File: config.mk
export PLATFORM = sky130hd
export DESIGN_NAME = aval_hd_collector_flat
export DESIGN_NICKNAME = d
export VERILOG_FILES = /design/src/rtl/aval_hd_collector_if.sv /design/src/rtl/aval_hd_collector.sv /design/src/flat_wrapper.sv
export SDC_FILE = /design/constraint.sdc
export NUM_CORES = 1
export LEC_CHECK = 0
export ABC_AREA = 1
export CAP_MARGIN = 5
export CORE_MARGIN = 2
export CORE_UTILIZATION = 40
export DETAILED_ROUTE_END_ITERATION = 8
export PLACE_DENSITY = 0.65
export SYNTH_ARGS = -nofsm -noshare
export SYNTH_HDL_FRONTEND = slang
export SYNTH_SLANG_ARGS = --single-unit
File: constraint.sdc
create_clock -name clk -period 3.48 [get_ports clk]
set_input_delay 1.044 -clock clk [delete_from_list [all_inputs] [get_ports clk]]
set_output_delay 1.044 -clock clk [all_outputs]
set_load 0.05 [all_outputs]
File: src/rtl/aval_hd_collector_if.sv
// rtl/aval_hd_collector_if.sv - transform-capture inputs and Hamming-distance results
// hd_min/hd_max exist only when AVAL_MINMAX_EN is defined.
interface aval_hd_collector_if #(
  parameter int DATA_W = 16,
  parameter int SUM_W  = 16
);
  logic              done_trans;
  logic [DATA_W-1:0] out_B;
  logic [4:0]        hd_last;
  logic              hd_valid;
  logic [SUM_W-1:0]  hd_sum;
  logic [15:0]       pair_cnt;
  logic              busy;
  logic              done;
  logic              overrun;
`ifdef AVAL_MINMAX_EN
  logic [4:0]        hd_min;
  logic [4:0]        hd_max;
`endif

  modport master (
`ifdef AVAL_MINMAX_EN
    input  hd_min, hd_max,
`endif
    output done_trans, out_B,
    input  hd_last, hd_valid, hd_sum, pair_cnt, busy, done, overrun
  );

  modport slave (
`ifdef AVAL_MINMAX_EN
    output hd_min, hd_max,
`endif
    input  done_trans, out_B,
    output hd_last, hd_valid, hd_sum, pair_cnt, busy, done, overrun
  );
endinterface

File: src/rtl/aval_hd_collector.sv
// rtl/aval_hd_collector.sv - pairs transform outputs and accumulates their Hamming distances
// Optional hd_min/hd_max tracking is enabled by defining AVAL_MINMAX_EN.
module aval_hd_collector #(
  parameter int DATA_W    = 16,
  parameter int NUM_PAIRS = 8,
  parameter int SUM_W     = 16
) (
  input  logic               clk,
  input  logic               rst,
  input  logic               clear,
  aval_hd_collector_if.slave bus
);
  localparam int CNT_W = (DATA_W > 1) ? $clog2(DATA_W) : 1;

  typedef enum logic [2:0] {
    S_WAIT_A = 3'd0,
    S_WAIT_B = 3'd1,
    S_COUNT  = 3'd2,
    S_UPDATE = 3'd3,
    S_DONE   = 3'd4
  } state_e;

  state_e            state_q, state_d;
  logic              sync_rst;
  logic              done_trans_q;
  logic              cap;
  logic              last_pair;
  logic [DATA_W-1:0] word_a_q, word_a_d;
  logic [DATA_W-1:0] diff_q, diff_d;
  logic [CNT_W-1:0]  bit_cnt_q, bit_cnt_d;
  logic [4:0]        count_q, count_d;
  logic [4:0]        hd_last_q, hd_last_d;
  logic              hd_valid_q, hd_valid_d;
  logic [SUM_W-1:0]  hd_sum_q, hd_sum_d;
  logic [SUM_W:0]    sum_ext;
  logic [15:0]       pair_cnt_q, pair_cnt_d;
  logic              overrun_q, overrun_d;
`ifdef AVAL_MINMAX_EN
  logic [4:0]        hd_min_q, hd_min_d;
  logic [4:0]        hd_max_q, hd_max_d;
`endif

  assign sync_rst  = rst | clear;
  assign cap       = bus.done_trans & ~done_trans_q;
  assign last_pair = (pair_cnt_q + 16'd1) == 16'(NUM_PAIRS);
  assign sum_ext   = {1'b0, hd_sum_q} + (SUM_W+1)'(count_q);

  always_ff @(posedge clk) begin
    if (sync_rst) begin
      state_q <= S_WAIT_A;
    end else begin
      state_q <= state_d;
    end
  end

  always_comb begin
    state_d = state_q;
    case (state_q)
      S_WAIT_A: if (cap) state_d = S_WAIT_B;
      S_WAIT_B: if (cap) state_d = S_COUNT;
      S_COUNT:  if (bit_cnt_q == CNT_W'(DATA_W - 1)) state_d = S_UPDATE;
      S_UPDATE: state_d = last_pair ? S_DONE : S_WAIT_A;
      S_DONE:   state_d = S_DONE;
      default:  state_d = S_WAIT_A;
    endcase
  end

  always_comb begin
    bus.busy = (state_q == S_COUNT);
    bus.done = (state_q == S_DONE);
  end

  // The second word of a pair is only ever needed as word_a ^ word_b, so it lives in diff.
  always_comb begin
    word_a_d   = word_a_q;
    diff_d     = diff_q;
    bit_cnt_d  = bit_cnt_q;
    count_d    = count_q;
    hd_last_d  = hd_last_q;
    hd_sum_d   = hd_sum_q;
    pair_cnt_d = pair_cnt_q;
    overrun_d  = overrun_q;
    hd_valid_d = 1'b0;
`ifdef AVAL_MINMAX_EN
    hd_min_d   = hd_min_q;
    hd_max_d   = hd_max_q;
`endif
    case (state_q)
      S_WAIT_A: begin
        if (cap) word_a_d = bus.out_B;
      end
      S_WAIT_B: begin
        if (cap) begin
          diff_d    = word_a_q ^ bus.out_B;
          bit_cnt_d = '0;
          count_d   = '0;
        end
      end
      S_COUNT: begin
        count_d   = count_q + 5'(diff_q[0]);
        diff_d    = diff_q >> 1;
        bit_cnt_d = bit_cnt_q + CNT_W'(1);
        if (cap) overrun_d = 1'b1;
      end
      S_UPDATE: begin
        hd_last_d  = count_q;
        hd_sum_d   = sum_ext[SUM_W] ? {SUM_W{1'b1}} : sum_ext[SUM_W-1:0];
        pair_cnt_d = pair_cnt_q + 16'd1;
        hd_valid_d = 1'b1;
        if (cap) overrun_d = 1'b1;
`ifdef AVAL_MINMAX_EN
        hd_min_d   = (count_q < hd_min_q) ? count_q : hd_min_q;
        hd_max_d   = (count_q > hd_max_q) ? count_q : hd_max_q;
`endif
      end
      default: ;
    endcase
  end

  always_ff @(posedge clk) begin
    if (sync_rst) begin
      done_trans_q <= 1'b0;
      word_a_q     <= '0;
      diff_q       <= '0;
      bit_cnt_q    <= '0;
      count_q      <= '0;
      hd_last_q    <= '0;
      hd_valid_q   <= 1'b0;
      hd_sum_q     <= '0;
      pair_cnt_q   <= '0;
      overrun_q    <= 1'b0;
`ifdef AVAL_MINMAX_EN
      hd_min_q     <= 5'd31;
      hd_max_q     <= 5'd0;
`endif
    end else begin
      done_trans_q <= bus.done_trans;
      word_a_q     <= word_a_d;
      diff_q       <= diff_d;
      bit_cnt_q    <= bit_cnt_d;
      count_q      <= count_d;
      hd_last_q    <= hd_last_d;
      hd_valid_q   <= hd_valid_d;
      hd_sum_q     <= hd_sum_d;
      pair_cnt_q   <= pair_cnt_d;
      overrun_q    <= overrun_d;
`ifdef AVAL_MINMAX_EN
      hd_min_q     <= hd_min_d;
      hd_max_q     <= hd_max_d;
`endif
    end
  end

  assign bus.hd_last  = hd_last_q;
  assign bus.hd_valid = hd_valid_q;
  assign bus.hd_sum   = hd_sum_q;
  assign bus.pair_cnt = pair_cnt_q;
  assign bus.overrun  = overrun_q;
`ifdef AVAL_MINMAX_EN
  assign bus.hd_min   = hd_min_q;
  assign bus.hd_max   = hd_max_q;
`endif
endmodule

File: src/flat_wrapper.sv
// flat-port wrapper written by rule: the top's interface ports become plain ports
module aval_hd_collector_flat 
#(
  parameter int DATA_W    = 16,
  parameter int NUM_PAIRS = 8,
  parameter int SUM_W     = 16
)
  (clk, rst, clear, bus_done_trans, bus_out_B, bus_hd_last, bus_hd_valid, bus_hd_sum, bus_pair_cnt, bus_busy, bus_done, bus_overrun);
  aval_hd_collector_if #(.DATA_W(DATA_W), .SUM_W(SUM_W)) bus_i ();
  input  logic clk;
  input  logic rst;
  input  logic clear;
  input wire logic [$bits(bus_i.done_trans)-1:0] bus_done_trans;
  input wire logic [$bits(bus_i.out_B)-1:0] bus_out_B;
  output wire logic [$bits(bus_i.hd_last)-1:0] bus_hd_last;
  output wire logic [$bits(bus_i.hd_valid)-1:0] bus_hd_valid;
  output wire logic [$bits(bus_i.hd_sum)-1:0] bus_hd_sum;
  output wire logic [$bits(bus_i.pair_cnt)-1:0] bus_pair_cnt;
  output wire logic [$bits(bus_i.busy)-1:0] bus_busy;
  output wire logic [$bits(bus_i.done)-1:0] bus_done;
  output wire logic [$bits(bus_i.overrun)-1:0] bus_overrun;
  assign bus_i.done_trans = bus_done_trans;
  assign bus_i.out_B = bus_out_B;
  assign bus_hd_last = bus_i.hd_last;
  assign bus_hd_valid = bus_i.hd_valid;
  assign bus_hd_sum = bus_i.hd_sum;
  assign bus_pair_cnt = bus_i.pair_cnt;
  assign bus_busy = bus_i.busy;
  assign bus_done = bus_i.done;
  assign bus_overrun = bus_i.overrun;
  aval_hd_collector #(.DATA_W(DATA_W), .NUM_PAIRS(NUM_PAIRS), .SUM_W(SUM_W)) u_core (.clk(clk), .rst(rst), .clear(clear), .bus(bus_i));
endmodule
==> impl_metrics.yaml <==
outcome:
  status: "completed"
worst_setup_path:
  cp_max_fo: 25
  start_kind: "flop"
  slowest_delay_ns: 0.83
  worstSetupPathType: "reg2out"
  r2r_cells: 12
  cp-startpoint: "u_core.state_q[0]$_SDFFE_PP0P_"
  path_cells: "nor2_2 > nand2_1 > inv_8 > clkdlybuf4s50_1"
  cp_slowest_cell: "clkdlybuf4s50_1"
  crit_path_end: "bus_busy"
  reg2reg_to: "u_core.bus.hd_sum[14]$_SDFFE_PP0P_"
  arrival_ns: 2.05
  regToRegSetupSlack_ns: 1.39
  r2r-start: "u_core.count_q[0]$_SDFFE_PP0P_"
  worst_setup_path_end_kind: "output pin"
  critical_path_required_ns: 2.44
placed_design:
  place_area_um2: 4930
  dp_hpwl_mm: 6.82
  io_buffers: 60
  gp_congestion: 0.854
route:
  drtIter0Drc: 140
  via_per_inst: 5.00
  route.detailed.wl_per_inst_um: 12.0
  num_vias: 3977
  routed_wirelength_mm: 9.58
  drc_errors: 0
  postRouteAntennaNets: 0
  firstDrtPassIters: 5
sta:
  fin_hold_ws_ns: 0.470
  final-max-slew-violation-count: 0
  setup_tns_ns: 0
  timing.fmax_mhz: 323
  rsz0062_at_grt: "no"
  hold_viol_final: 0
  fin_skew_ns: 0.00830
  worst_slew_pin_slew_ns: 0.555
  finalSetupViolCount: 0
  finalCritPeriodShare_pct: 89.0
  relSlewSlack_pct: 62.9
  fin_crit_ns: 3.10
cells_and_area:
  n_fill_cell: 996
  n_antenna_cell: 0
  layout.nets: 686
  drive_gt1_share_pct: 5.91
  stdcell_area_um2: 5150
  layout_common_cells: "141 x nand2_1, 84 x dfxtp_1, 74 x nor2_1"
  synthToLayoutAreaGrowth_pct: 21.7
  final_common_cell: "nand2_1"
floorplan:
  dieArea_um2: 11400
  rows: 37
  core_area_um2: 10300
  initial_core_util_pct: 41.0
  die_y_um: 107
  die_w_um: 107
  io_pins: 61
synthesis:
  synth_warnings: 0
  syn_inst: 601
  syn_area_um2: 4240
  synth_top_area_share_pct: 39.7
  netlist-cell-type-count: 34
  ys_seq_elements: 84
  synth.avg_cell_area_um2: 7.05
  synth_top_cell_by_area: "dfxtp_1"
  synthTopCellsByArea: "dfxtp_1 40%, nand2_1 12%, o21ai_0 7.7%"
  ys_seq_area_share_pct: 39.7
  synth_nets: 632
clock_tree:
  clock-sinks: 84
  root_buffer: "clkbuf_8"
  cts_setup_buffers: 0
  cts_buffer_depth: 2
  numCtsBuffers: 9
  cts_hold_buf: 0
  postCtsResizedCells: 0
  clk_pin_slew_worst_paths_ns: 0.08
  insertion_delay_ns: 0.36
  cts_tree: "yes"
  h-tree-depth: 3
global_routing:
  grt_usage_pct: 17.8
  antenna_found_initial: 0
  gr-total-overflow: 0
  grt_pass1_vias: 3788
  grt_pass1_wl_mm: 16.6
  grt_max_degree: 29
power:
  max-vdd-ir-drop_mv: 0.191
  p_per_area_nw_per_um2: 368
  leakage_uw: 0.00210
  power_uw: 1900
hold_path:
  hp-class: "reg2reg"
run:
  drv_cap: 0
area by class of cell:
class	instances	area [um2]	area share, %
well taps	136	170	3.30
multi-input cells	436	2210	42.8
repair buffers	66	646	12.5
clock buffers	10	138	2.67
flip-flops and latches	84	1680	32.6
clock inverters	6	87.6	1.70
inverters	58	225	4.37
worst min-delay path by stage:
| stage | cells past startpoint | slack [ns] | start | endpoint |
|---|---|---|---|---|
| global route | 2 | 0.49 | u_core.diff_q[11]$_SDFFE_PP0P_ | u_core.diff_q[11]$_SDFFE_PP0P_ |
| finish | 2 | 0.47 | u_core.diff_q[6]$_SDFFE_PP0P_ | u_core.diff_q[6]$_SDFFE_PP0P_ |
| floorplan | 2 | 0.44 | u_core.diff_q[3]$_SDFFE_PP0P_ | u_core.diff_q[3]$_SDFFE_PP0P_ |
| CTS | 2 | 0.47 | u_core.diff_q[6]$_SDFFE_PP0P_ | u_core.diff_q[6]$_SDFFE_PP0P_ |
| detailed placement | 2 | 0.46 | u_core.diff_q[6]$_SDFFE_PP0P_ | u_core.diff_q[6]$_SDFFE_PP0P_ |
| global placement | 2 | 0.45 | u_core.bit_cnt_q[3]$_SDFFE_PP0P_ | u_core.bit_cnt_q[3]$_SDFFE_PP0P_ |
Yosys cell counts:
library cell  count
inv_2             2
inv_1            55
buf_1             1
a211oi_1          3
fa_1              1
nor2_1           75
a221oi_1          1
nor2_2            4
ha_1             10
o21ai_2           1
o31ai_1           1
nand2_1         141
buf_4             4
xor2_1           10
clkbuf_1          8
nor3b_1           1
dfxtp_1          84
nand3_1          29
buf_2             8
inv_8             1
nand3b_1          2
nand4_1           7
a31oi_1          13
nand2_2           4
o21bai_1          2
a21oi_1          37
buf_6             1
nor2_4            3
nor3_1            7
o21ai_0          65
nor4_4            1
xnor2_1          11
o211ai_1          7
buf_8             1
cells by family after synthesis:
logic type | Yosys count | synth area share (%)
AOI/OAI and AO/OA | 130 | 16.7
xor gates and xnor gates | 21 | 4.34
adders and majority gates | 11 | 3.43
buffers and inverters | 81 | 8.39
DFF | 84 | 39.7
and+or+nand+nor | 274 | 27.4
worst max-delay path, delay by kind of cell, from the launching register on:
family        cells  cell delay (ns)
buf+inv           2             1.00
flops             1             0.37
simple gates      2             0.33
metal layers:
| metal | wire [um] | track usage (%) | share of wire [%] | vias up |
|---|---|---|---|---|
| met4 | 189 | 8.91 | 2.0 | 0 |
| li1 | - | - | - | 2074 |
| met2 | 4520 | 30.2 | 47 | 76 |
| met5 | 0 | 0 | 0 | - |
| met1 | 4520 | 22.0 | 47 | 1816 |
| met3 | 358 | 2.67 | 3.7 | 11 |
flip-flops by register name, indices dropped and copies added, names as in the netlist:
name	flops
u_core.bus.hd_last	5
u_core.bus.overrun	1
u_core.bit_cnt_q	4
u_core.bus.hd_valid	1
u_core.count_q	5
u_core.done_trans_q	1
u_core.bus.pair_cnt	16
u_core.diff_q	16
u_core.state_q	3
u_core.bus.hd_sum	16
u_core.word_a_q	16
report_power, final:
part           leakage [uW]  total, uW  switching, uW  internal, uW
sequential         0.000679        985           10.2           975
combinational       0.00130        129           75.0          54.0
clock              0.000116        781            358           424
through the flow:
step           instances  setup WS (ns)  utilization, %
2_1_floorplan        601          0.850               -
3_3_place_gp         780          0.581            47.7
3_5_place_dp         780          0.487            47.7
4_1_cts              796          0.371            49.9
5_1_grt              796          0.276            49.9
6_report             796          0.384            49.9
Power figures use the tool's default switching activity.
